### config.mk
export PLATFORM = sky130hd
export DESIGN_NAME = dest_drain_arbiter
export DESIGN_NICKNAME = d
export VERILOG_FILES = /design/src/rtl/dest_drain_arbiter.sv
export SDC_FILE = /design/constraint.sdc
export NUM_CORES = 1
export LEC_CHECK = 0
export ABC_AREA = 0
export BUFFER_PORTS_ARGS = -buffer_cell sky130_fd_sc_hd__buf_2
export CORE_MARGIN = 2
export CORE_UTILIZATION = 48
export CTS_CLUSTER_DIAMETER = 100
export DETAILED_ROUTE_END_ITERATION = 10
export HOLD_SLACK_MARGIN = 0.15
export PLACE_DENSITY = 0.76
export SETUP_SLACK_MARGIN = 0.2
export SLEW_MARGIN = 20
export SYNTH_ARGS = -nofsm -noshare
export SYNTH_HDL_FRONTEND = slang
export SYNTH_SLANG_ARGS = --single-unit
### constraint.sdc
create_clock -name clk -period 1.5 [get_ports clk]
set_input_delay 0.375 -clock clk [delete_from_list [all_inputs] [get_ports clk]]
set_output_delay 0.375 -clock clk [all_outputs]
set_load 0.05 [all_outputs]
### src/rtl/dest_drain_arbiter.sv
// rtl/dest_drain_arbiter.sv - round-robin drain of two destination FIFOs into a 2-entry output buffer
module dest_drain_arbiter #(
    parameter int WORD_SIZE = 6,
    parameter int CNT_W     = 8,
    parameter int DEST_BIT  = 4
) (
    input  logic                 clk,
    input  logic                 reset,
    input  logic                 enable,
    input  logic                 d0_empty,
    input  logic                 d1_empty,
    input  logic [WORD_SIZE-1:0] data_d0,
    input  logic [WORD_SIZE-1:0] data_d1,
    input  logic                 out_ready,
    output logic                 pop_D0,
    output logic                 pop_D1,
    output logic [WORD_SIZE-1:0] out_data,
    output logic                 out_dest,
    output logic                 out_valid,
    output logic [CNT_W-1:0]     count_d0,
    output logic [CNT_W-1:0]     count_d1,
    output logic                 dest_err,
    output logic                 busy
);

    typedef enum logic [1:0] {
        ST_OFF  = 2'd0,
        ST_RUN  = 2'd1,
        ST_STOP = 2'd2
    } state_t;

    state_t state, state_nxt;

    // fly_vld/fly_src: a pop issued last cycle whose word is on data_dk now
    logic                      fly_vld;
    logic                      fly_src;
    logic                      last_grant;
    logic [1:0][WORD_SIZE-1:0] buf_data;
    logic [1:0]                buf_dest;
    logic                      rd_ptr;
    logic                      wr_ptr;
    logic [1:0]                buf_cnt;

    logic                      take;
    logic [1:0]                occ_after;
    logic                      credit;
    logic                      elig0;
    logic                      elig1;
    logic                      grant0;
    logic                      grant1;
    logic [WORD_SIZE-1:0]      cap_data;

    assign out_valid = (buf_cnt != 2'd0);
    assign out_data  = buf_data[rd_ptr];
    assign out_dest  = buf_dest[rd_ptr];
    assign take      = out_valid && out_ready;
    assign occ_after = buf_cnt - {1'b0, take};
    assign credit    = ({1'b0, occ_after} + {2'b00, fly_vld}) < 3'd2;
    // Empty flags lag a pop by one cycle, so the FIFO just popped sits out a cycle
    assign elig0     = !d0_empty && !(fly_vld && !fly_src);
    assign elig1     = !d1_empty && !(fly_vld && fly_src);
    assign cap_data  = fly_src ? data_d1 : data_d0;
    assign pop_D0    = grant0;
    assign pop_D1    = grant1;
    assign busy      = (state != ST_OFF);

    always_comb begin
        state_nxt = state;
        grant0    = 1'b0;
        grant1    = 1'b0;
        case (state)
            ST_OFF: begin
                if (enable) state_nxt = ST_RUN;
            end
            ST_RUN: begin
                if (!enable) state_nxt = ST_STOP;
                if (credit) begin
                    if (elig0 && elig1) begin
                        grant0 = last_grant;
                        grant1 = !last_grant;
                    end else begin
                        grant0 = elig0;
                        grant1 = elig1;
                    end
                end
            end
            ST_STOP: begin
                if (enable) state_nxt = ST_RUN;
                else if (!fly_vld && buf_cnt == 2'd0) state_nxt = ST_OFF;
            end
            default: state_nxt = ST_OFF;
        endcase
    end

    always_ff @(posedge clk or posedge reset) begin
        if (reset) begin
            state      <= ST_OFF;
            fly_vld    <= 1'b0;
            fly_src    <= 1'b0;
            last_grant <= 1'b1;
        end else begin
            state   <= state_nxt;
            fly_vld <= grant0 || grant1;
            fly_src <= grant1;
            if (grant0 || grant1) last_grant <= grant1;
        end
    end

    // Capture and removal may happen in the same cycle; pointers move independently
    always_ff @(posedge clk or posedge reset) begin
        if (reset) begin
            buf_data <= '0;
            buf_dest <= '0;
            rd_ptr   <= 1'b0;
            wr_ptr   <= 1'b0;
            buf_cnt  <= 2'd0;
        end else begin
            if (take) rd_ptr <= ~rd_ptr;
            if (fly_vld) begin
                buf_data[wr_ptr] <= cap_data;
                buf_dest[wr_ptr] <= fly_src;
                wr_ptr           <= ~wr_ptr;
            end
            buf_cnt <= buf_cnt + {1'b0, fly_vld} - {1'b0, take};
        end
    end

    always_ff @(posedge clk or posedge reset) begin
        if (reset) begin
            count_d0 <= '0;
            count_d1 <= '0;
            dest_err <= 1'b0;
        end else if (fly_vld) begin
            if (!fly_src && count_d0 != '1) count_d0 <= count_d0 + 1'b1;
            if (fly_src && count_d1 != '1) count_d1 <= count_d1 + 1'b1;
            if (cap_data[DEST_BIT] != fly_src) dest_err <= 1'b1;
        end
    end

endmodule
==> metrics.cfg, run 1 <==
[logic_synthesis]
syn-cell-area_sq_um = 1930
yosys_most_used_dff = dfrtp_1
synth_seq_cells = 40
syn_nets = 200
synth_edf_count = 0
ys_async_sr_fraction = 1.00
synth_cell_types = 46
yosysWarnings = 0
synth_cells = 178
ys_seq_area_frac = 0.520
postSynthAreaPerCell_sq_um = 10.8

[run_status]
outcome = complete, but fails checks
failed_checks = negative setup slack

[pwr]
p_leak_nw = 1.52
ir_worst_vdd_uv = 1700
switching_share = 0.423
combPwrFrac = 0.585
pwr-share-seq = 0.299
internal-power_mw = 3.67
p_sw_mw = 2.69
powerDensity_nw_per_um2 = 1890
p_total_mw = 6.36
p_clk_frac = 0.116

[placed_design]
dp_hpwl_um = 2820
gp_congestion = 0.775
portBuffers = 45

[cts]
clk_pin_slew_ns = 0.08
cts_made_buffers = 5
htreeDepth = 2
clockRootBuffer = clkbuf_8
clock_latency_ns = 0.29
cts_tree = done
clock_sinks = 40
max-clock-path-buffers = 2

[final_layout]
synthToLayoutAreaGrowth_pct = 74.6
finalNetCount = 301
layout-drive-gt1-share = 0.686
antenna_cells = 0

[grt]
grt_pass1_wl_um = 7230
grtUsageTotal = 0.215
grt_max_degree = 22
antenna_found_initial = 0
grt-ovfl-total = 0
grt_pass1_vias = 1619

[timing]
slew_headroom = 0.700
layout_setup_ws_ns = -0.703
setup-violations-final = 20
hold_slack_ns = 0.246
fin_skew_ns = 0.00286
rsz0062_at_grt = yes
hold_viol_final = 0
slew_viol_final = 0
worst_slew_pin_slew_ns = 0.449
period_share = 1.47
max_freq_ghz = 0.454
period_needed_ns = 2.20

[route]
dr.pass1.iters = 4
via_count = 1796
drcViolationCount = 0
wl_um = 5580
detail_route.wl_per_cell_um = 16.9
routed_via_density = 5.44
drtAntennaViolNets = 0
drt_iter0_markers = 83

[worst_setup_path]
ff2ff_path_depth = 12
r2r-start = buf_cnt[0]$_DFF_PP0_
r2r-end = last_grant$_DFFE_PP1P_
endpoint_kind = output port
crit_arrival_ns = 1.83
critPathMaxFanout = 3
crit_path_start = buf_cnt[0]$_DFF_PP0_
critPathLaunchType = register
regToRegSetupSlack_ns = -0.55
critPathKind = reg -> out
cp.required_ns = 1.12

[floorplanning]
rows = 23
fp.coreArea_sq_um = 3940
initial_core_util = 0.489
die_y_um = 67.4
num_io_pins = 46
die_area_sq_um = 4540
die_w_um = 67.4

[flow_run]
drv_cap = 0

[worst_hold_path]
hp-class = in -> reg
hp-start = enable
min_to = state[1]$_DFFE_PP0P_
worstHoldPathCells = 2

placed cells by master, fill, tap and decap left out, drive strengths merged, types with 2 or more instances in the layout:
cell,netlist,routed
buf,3,97
nand2,14,14
nor4,2,2
mux2i,7,7
and3,2,2
nand3,5,5
mux2,16,16
nand4,7,7
xnor2,3,3
nor3,3,3
inv,5,5
clkbuf,3,8
clkinv,0,2
and2,3,3
xor2,2,2
ha,4,4
o21ai,13,13
and2b,2,2
nand2b,3,3
nor2b,2,2
a21oi,14,14
or2,2,2
dfrtp,39,39
nor2,10,10
a21boi,2,2
worst max path at each step:
stage                     endpoint  cells past startpoint
after floorplan             pop_D1                      8
after global placement      pop_D1                     10
after detailed placement    pop_D1                     10
after CTS                   pop_D1                      9
after global routing        pop_D1                     10
final                       pop_D1                     10
through the flow:
step	instance area, sq um	TNS, ns	utilization	instances	setup slack (ns)
3_5_place_dp	2510	-2.22	0.636	289	-0.656
5_1_grt	3370	-5.37	0.854	330	-0.801
6_report	3370	-3.99	0.854	330	-0.703
2_1_floorplan	2080	-1.69	-	178	-0.567
4_1_cts	3050	-3.18	0.773	317	-0.680
3_3_place_gp	2510	-1.81	0.636	289	-0.608
power by group through the flow:
stage	clock (mW)	combinational [mW]	sequential (mW)
floorplan	0	1.61	2.10
global placement	0	2.42	1.83
detailed placement	0	2.47	1.84
CTS	0.751	3.20	1.83
global route	0.797	3.93	1.94
finish	0.739	3.72	1.90
logic make-up (layout without fill, tap and decap cells):
logic type / after synthesis / count (layout) / share of synthesized area
compound gates: 36 / 36 / 0.108
xor+xnor: 5 / 5 / 0.0227
fa+ha+maj: 4 / 4 / 0.0260
buf+inv: 11 / 113 / 0.0247
flops: 40 / 40 / 0.520
mux: 23 / 23 / 0.130
simple gates: 59 / 59 / 0.169
area by class of cell:
class | count | area, sq um
clock buffer | 6 | 82.6
multi-input combinational | 127 | 1210
inverter | 5 | 18.8
tap | 50 | 62.6
fill | 171 | 576
clock inverter | 2 | 10.0
sequential | 40 | 1020
timing repair buffer | 100 | 956
worst max-delay path: stages (launching register included):
cell and delay [ns]:
dfrtp_1 0.37, inv_2 0.06, nand3_2 0.07, o21ai_2 0.06, ha_2 0.18, inv_2 0.06
ha_4 0.11, nand3b_1 0.10, buf_6 0.15, nor4_4 0.17, buf_6 0.20
state kept, by name (all words and copies together), names as in the netlist:
register,count
buf_data,12
count_d0,8
count_d1,8
buf_cnt,2
buf_dest,2
state,2
dest_err,1
fly_src,1
fly_vld,1
last_grant,1
rd_ptr,1
wr_ptr,1
per-layer routing:
| layer | wire length, um | GRT usage | vias up |
|---|---|---|---|
| li1 | - | - | 839 |
| met1 | 2300 | 0.271 | 888 |
| met2 | 2980 | 0.370 | 60 |
| met3 | 214 | 0.0483 | 9 |
| met4 | 83 | 0.0612 | 0 |
| met5 | 0 | 0 | - |
synth_stat cells (all sizes together) (4+ instances only):
cell   instances  area (sq um)
a21oi         14          70.1
dfrtp         39           976
ha             4          50.1
inv            5          18.8
mux2          16           180
mux2i          7          70.1
nand2         14          55.1
nand3          5          25.0
nand4          7          50.1
nor2          10          40.0
o21ai         13          68.8
repair_timing:
item | in CTS | in global routing
setup endpoints to repair | 44 | 57
pin swaps | 11 | 7
hold endpoints to repair | 7 | 0
hold buffers | 1 | 0
resized for setup | 82 | 54
gates cloned | 0 | 2
buffers inserted | 19 | 11
Note: power is estimated with default switching activity, not from simulation.
==> run 2: changes to the inputs <==
- BUFFER_PORTS_ARGS: -buffer_cell sky130_fd_sc_hd__buf_2 -> -buffer_cell sky130_fd_sc_hd__buf_4
==> run 2 against run 1 <==
  * The flow still finishes with violations (negative setup slack)
  * Final area increased by 1.1%
  * First-iteration DRC count decreased by 8.4%
  * Worst setup slack got worse by 0.049 ns
==> metrics.cfg, run 2 (synthesis results as in run 1) <==
[worst_setup_path]
endpoint_kind = output port  ; unchanged
cp.required_ns = 1.12  ; about the same
critPathLaunchType = register  ; unchanged
critPathKind = reg -> out  ; unchanged
crit_arrival_ns = 1.88  ; was 1.83 ns
critPathMaxFanout = 4  ; was 3

[timing]
max_freq_ghz = 0.444  ; was 0.454 GHz
slew_headroom = 0.719  ; was 0.700
layout_setup_ws_ns = -0.751  ; was -0.703 ns
hold_viol_final = 0  ; unchanged
setup-violations-final = 23  ; was 20
worst_slew_pin_slew_ns = 0.421  ; was 0.449 ns
fin_skew_ns = 0.00438  ; was 0.00286 ns
period_share = 1.50  ; was 1.47
setup_tns_ns = -4.07  ; was -3.99 ns
rsz0062_at_grt = yes  ; unchanged
period_needed_ns = 2.25  ; was 2.20 ns
slew_viol_final = 0  ; unchanged

[route]
drt_iter0_markers = 76  ; was 83
drcViolationCount = 0  ; unchanged
via_count = 1789  ; was 1,796
detail_route.wl_per_cell_um = 18.0  ; was 16.9 um
routed_via_density = 5.50  ; was 5.44
drtAntennaViolNets = 0  ; unchanged
dr.pass1.iters = 4  ; unchanged
wl_um = 5850  ; was 5580 um

[final_layout]
largest_reg_flops = 12  ; unchanged
layout-drive-gt1-share = 0.720  ; was 0.686
antenna_cells = 0  ; unchanged
synthToLayoutAreaGrowth_pct = 76.6  ; was 74.6%
final_cell_area_sq_um = 3400  ; was 3370 sq um
reg.largest.list = buf_data (12), count_d0 (8), count_d1 (8)  ; unchanged
final_util = 0.864  ; was 0.854
final_common_cell = buf_4
layout_common_cells = buf_4, buf_6, dfrtp_1  ; was buf_6, buf_4, dfrtp_1
fill_cells = 172  ; was 171
max_flop_register = buf_data  ; unchanged
finalNetCount = 296  ; was 301

[pwr]
switching_share = 0.436  ; was 0.423
internal-power_mw = 3.58  ; was 3.67 mW
powerDensity_nw_per_um2 = 1860  ; was 1890 nW/um^2
pwr-share-seq = 0.307  ; was 0.299
p_total_mw = 6.34  ; was 6.36 mW
p_clk_frac = 0.115  ; was 0.116
ir_worst_vdd_uv = 1500  ; was 1700 uV
combPwrFrac = 0.578  ; was 0.585
p_leak_nw = 1.52  ; about the same
p_sw_mw = 2.76  ; was 2.69 mW

[flow_run]
drv_cap = 0  ; unchanged

[run_status]
outcome = complete, but fails checks  ; unchanged
failed_checks = negative setup slack  ; unchanged

[cts]
cts_tree = done  ; unchanged
clock_sinks = 40  ; unchanged
htreeDepth = 2  ; unchanged
cts_made_buffers = 5  ; unchanged
clock_latency_ns = 0.29  ; about the same
clockRootBuffer = clkbuf_8  ; unchanged
max-clock-path-buffers = 2  ; unchanged
clk_pin_slew_ns = 0.07  ; was 0.08 ns

[grt]
grt_pass1_wl_um = 7510  ; was 7230 um
grt_max_degree = 22  ; unchanged
grt-ovfl-total = 0  ; unchanged
grt_pass1_vias = 1652  ; was 1,619
antenna_found_initial = 0  ; unchanged
grtUsageTotal = 0.223  ; was 0.215

[floorplanning]
initial_core_util = 0.489  ; unchanged
die_y_um = 67.4  ; unchanged
fp.coreArea_sq_um = 3940  ; unchanged
die_area_sq_um = 4540  ; unchanged
rows = 23  ; unchanged
num_io_pins = 46  ; unchanged
die_w_um = 67.4  ; unchanged

[placed_design]
portBuffers = 45  ; unchanged
placed_area_sq_um = 2600  ; was 2510 sq um
gp_congestion = 0.806  ; was 0.775
dp_hpwl_um = 2940  ; was 2820 um

[worst_hold_path]
hp-class = in -> reg  ; unchanged

==> run 2: changes by cell type in the layout (fill, tap and decap cells not counted), moves of 2 or more <==
| cell | previous run | this run |
|---|---|---|
| nand2_1 | 12 | 6 |
| a21oi_2 | 8 | 10 |
| buf_6 | 34 | 39 |
| buf_4 | 34 | 47 |
| buf_2 | 18 | 0 |
| buf_12 | 4 | 2 |
| o21ai_0 | 7 | 1 |
| a21oi_1 | 6 | 3 |
| buf_8 | 7 | 5 |
| o21ai_2 | 4 | 7 |
| nand2_2 | 0 | 6 |
| o21ai_4 | 1 | 3 |
==> run 2: worst paths after layout <==
check | startpoint | end | cells after the start | slack (ns)
max in group asynchronous | reset | last_grant$_DFFE_PP1P_ | 4 | 0.33
min in group asynchronous | reset | dest_err$_DFFE_PP0P_ | 3 | 0.64
hold reg to reg | dest_err$_DFFE_PP0P_ | dest_err$_DFFE_PP0P_ | 1 | 0.47
setup / recovery | buf_cnt[1]$_DFF_PP0_ | pop_D1 | 9 | -0.75
hold / removal | enable | state[1]$_DFFE_PP0P_ | 2 | 0.24
setup reg to reg | buf_cnt[1]$_DFF_PP0_ | last_grant$_DFFE_PP1P_ | 9 | -0.30
==> run 2: stage by stage <==
stage	cells	hold slack [ns]	worst slack (ns)
after floorplan	178	0.438	-0.567
after global routing	325	0.231	-0.850
after CTS	314	0.237	-0.680
after global placement	286	0.389	-0.543
final	325	0.236	-0.751
after detailed placement	286	0.391	-0.568
==> run 2: layer usage <==
metal | GRT usage | vias to the layer above | routed length (um) | part of all wire
met5 | 0 | - | 0 | 0
met3 | 0.0483 | 8 | 227 | 0.039
li1 | - | 828 | - | -
met4 | 0.0638 | 0 | 61 | 0.010
met1 | 0.275 | 904 | 2420 | 0.41
met2 | 0.392 | 49 | 3140 | 0.54
==> run 2: worst max-delay path, cell delays in order (launching register included) <==
cell and delay [ns]:
dfrtp_1 0.42, nand3_2 0.09, o21ai_2 0.05, ha_2 0.18, inv_2 0.07, ha_4 0.13
nand3b_1 0.12, buf_6 0.16, nor4_4 0.17, buf_6 0.20
==> run 2: what timing repair did <==
item                                    in CTS  in global routing
setup buffers                               19                  9
hold buffers                                 1                  0
endpoints found under the hold margin        7                  0
resized for setup                           54                 74
endpoints found under the setup margin      38                 58
cloned                                       0                  2
pin swaps                                   13                 25
==> run 2: power groups by stage <==
stage	combinational (mW)	sequential, mW	clock, mW
after CTS	3.09	1.84	0.740
after floorplan	1.61	2.10	0
final	3.66	1.94	0.731
after global routing	3.87	1.99	0.801
after global placement	2.56	1.84	0
after detailed placement	2.61	1.85	0
==> run 2: layout make-up <==
class / count / area [sq um] / area share
Clock inverter: 2 / 10.0 / 0.00294
Timing Repair Buffer: 95 / 942 / 0.277
Inverter: 5 / 18.8 / 0.00551
Sequential cell: 40 / 1020 / 0.301
Tap cell: 50 / 62.6 / 0.0184
Multi-Input combinational cell: 127 / 1260 / 0.372
Clock buffer: 6 / 82.6 / 0.0243
==> run 3: changes to the inputs <==
- clock period: 1.5 -> 2 ns (I/O delays scaled with it)
==> run 3 against run 2 <==
  * The run still ends with negative setup slack left
  * Global-route usage fell by 3.3 points
  * Utilization fell by 20 points
  * Count of clock-buffer cells in the layout rose by 1
  * Die area did not move
  * Critical path depth did not move
  * Flip-flop and latch count did not move
  * First-iteration DRC count rose by 51%
  * Register-to-register slack improved by 0.45 ns
  * Non-clock buffer count fell by 41
  * Combinational power fell by 43%
==> metrics.cfg, run 3 (synthesis results as in run 1) <==
[timing]
rsz0062_at_grt = yes  ; unchanged
max_freq_ghz = 0.416
worst_slew_pin_slew_ns = 0.494  ; was 0.421 ns
hold_viol_final = 0  ; unchanged
setup-violations-final = 2  ; was 23
period_share = 1.20
slew_viol_final = 0  ; unchanged
fin_skew_ns = 0.0106  ; was 0.00438 ns
period_needed_ns = 2.41
slew_headroom = 0.671  ; was 0.719
layout_setup_ws_ns = -0.406  ; was -0.751 ns

[worst_setup_path]
critPathLaunchType = register  ; unchanged
cp.required_ns = 1.50  ; was 1.12 ns
endpoint_kind = output port  ; unchanged
crit_arrival_ns = 1.91  ; was 1.88 ns
critPathMaxFanout = 3  ; was 4
critPathKind = reg -> out  ; unchanged

[cts]
cts_made_buffers = 5  ; unchanged
clock_latency_ns = 0.29  ; about the same
clk_pin_slew_ns = 0.08  ; was 0.07 ns
htreeDepth = 2  ; unchanged
clockRootBuffer = clkbuf_8  ; unchanged
clock_sinks = 40  ; unchanged
max-clock-path-buffers = 2  ; unchanged
cts_tree = done  ; unchanged

[final_layout]
layout-drive-gt1-share = 0.415  ; was 0.720
largest_reg_flops = 12  ; unchanged
final_common_cell = buf_4  ; unchanged
synthToLayoutAreaGrowth_pct = 36.0  ; was 76.6%
finalNetCount = 255  ; was 296
max_flop_register = buf_data  ; unchanged
final_util = 0.665  ; was 0.864
reg.largest.list = buf_data (12), count_d0 (8), count_d1 (8)  ; unchanged
layout_common_cells = buf_4, dfrtp_1, a21oi_1  ; was buf_4, buf_6, dfrtp_1
final_cell_area_sq_um = 2620  ; was 3400 sq um
antenna_cells = 0  ; unchanged

[pwr]
ir_worst_vdd_uv = 829  ; was 1500 uV
p_total_mw = 3.99  ; was 6.34 mW
powerDensity_nw_per_um2 = 1520  ; was 1860 nW/um^2
p_leak_nw = 1.20  ; was 1.52 nW

[run_status]
outcome = complete, but fails checks  ; unchanged
failed_checks = negative setup slack  ; unchanged

[floorplanning]
initial_core_util = 0.489  ; unchanged
fp.coreArea_sq_um = 3940  ; unchanged
die_area_sq_um = 4540  ; unchanged
rows = 23  ; unchanged
num_io_pins = 46  ; unchanged
die_y_um = 67.4  ; unchanged
die_w_um = 67.4  ; unchanged

[flow_run]
drv_cap = 0  ; unchanged

[worst_hold_path]
hp-class = in -> async  ; was in -> reg

[grt]
grt-ovfl-total = 0  ; unchanged
grt_max_degree = 41  ; was 22
antenna_found_initial = 0  ; unchanged
grtUsageTotal = 0.189  ; was 0.223
grt_pass1_vias = 1444  ; was 1,652
grt_pass1_wl_um = 6410  ; was 7510 um

[route]
dr.pass1.iters = 4  ; unchanged
via_count = 1498  ; was 1,789
drcViolationCount = 0  ; unchanged
detail_route.wl_per_cell_um = 13.7  ; was 18.0 um
routed_via_density = 5.27  ; was 5.50
drtAntennaViolNets = 0  ; unchanged
wl_um = 3890  ; was 5850 um
drt_iter0_markers = 115  ; was 76

[placed_design]
portBuffers = 45  ; unchanged
gp_congestion = 0.726  ; was 0.806
placed_area_sq_um = 2390  ; was 2600 sq um
dp_hpwl_um = 2750  ; was 2940 um

[run 3: changes by cell type in the layout (fill, tap and decap cells not counted), sizes merged]
| cell | delta |
|---|---|
| buf | -39 |
| clkinv | -2 |
| dlygate4sd3 | -1 |
| clkinvlp | +1 |
[run 3: report_power, final]
part | internal [mW] | switching (mW) | total [mW]
Combinational | 0.900 | 1.19 | 2.09
Sequential | 1.09 | 0.263 | 1.35
Clock | 0.280 | 0.265 | 0.545
Total | 2.27 | 1.72 | 3.99
[run 3: routing by layer]
layer / part of all wire / GRT usage / vias to the layer above
li1: - / - / 739
met1: 0.43 / 0.230 / 715
met2: 0.49 / 0.321 / 37
met3: 0.057 / 0.0550 / 7
met4: 0.014 / 0.0689 / 0
met5: 0 / 0 / -
[run 3: critical path, stage by stage (launching register included)]
cell and delay (ns):
dfrtp_1 0.38, inv_2 0.06, nand3_2 0.07, o21ai_2 0.05
ha_2 0.17, inv_2 0.06, ha_4 0.12, nand3b_1 0.20
nor4_4 0.30, buf_6 0.20
[run 3: cell type report]
cell class / count / area, sq um
fill: 312 / 1320
sequential: 40 / 1010
multi-input combinational: 127 / 965
timing repair buffer: 54 / 477
clock buffer: 7 / 86.3
tap: 50 / 62.6
inverter: 5 / 18.8
clock inverter: 1 / 7.51
[run 3: worst paths after layout]
path | startpoint | end | slack (ns) | depth (start not counted)
max | buf_cnt[0]$_DFF_PP0_ | pop_D1 | -0.41 | 9
min | reset | buf_data[8]$_DFFE_PP0P_ | 0.32 | 3
max reg2reg | buf_cnt[0]$_DFF_PP0_ | last_grant$_DFFE_PP1P_ | 0.15 | 10
min reg2reg | dest_err$_DFFE_PP0P_ | dest_err$_DFFE_PP0P_ | 0.47 | 1
max in group asynchronous | reset | rd_ptr$_DFFE_PP0P_ | 1.30 | 3
min in group clk | enable | state[1]$_DFFE_PP0P_ | 0.36 | 2
[run 3: what timing repair did]
action / 4_1_cts / 5_1_grt
buffers inserted: 1 / 0
pin swaps: 2 / 1
gates resized for setup: 33 / 2
hold buffers: 0 / 0
endpoints found under the setup margin: 11 / 12
[run 3: per-stage QoR]
stage               cells  hold WS (ns)  setup WS (ns)  setup TNS [ns]
floorplan             178         0.446         -0.312          -0.609
global placement      275         0.450         -0.330          -0.651
detailed placement    275         0.460         -0.369          -0.821
CTS                   284         0.338         -0.445          -0.854
global route          284         0.347         -0.530           -1.05
finish                284         0.320         -0.406          -0.784
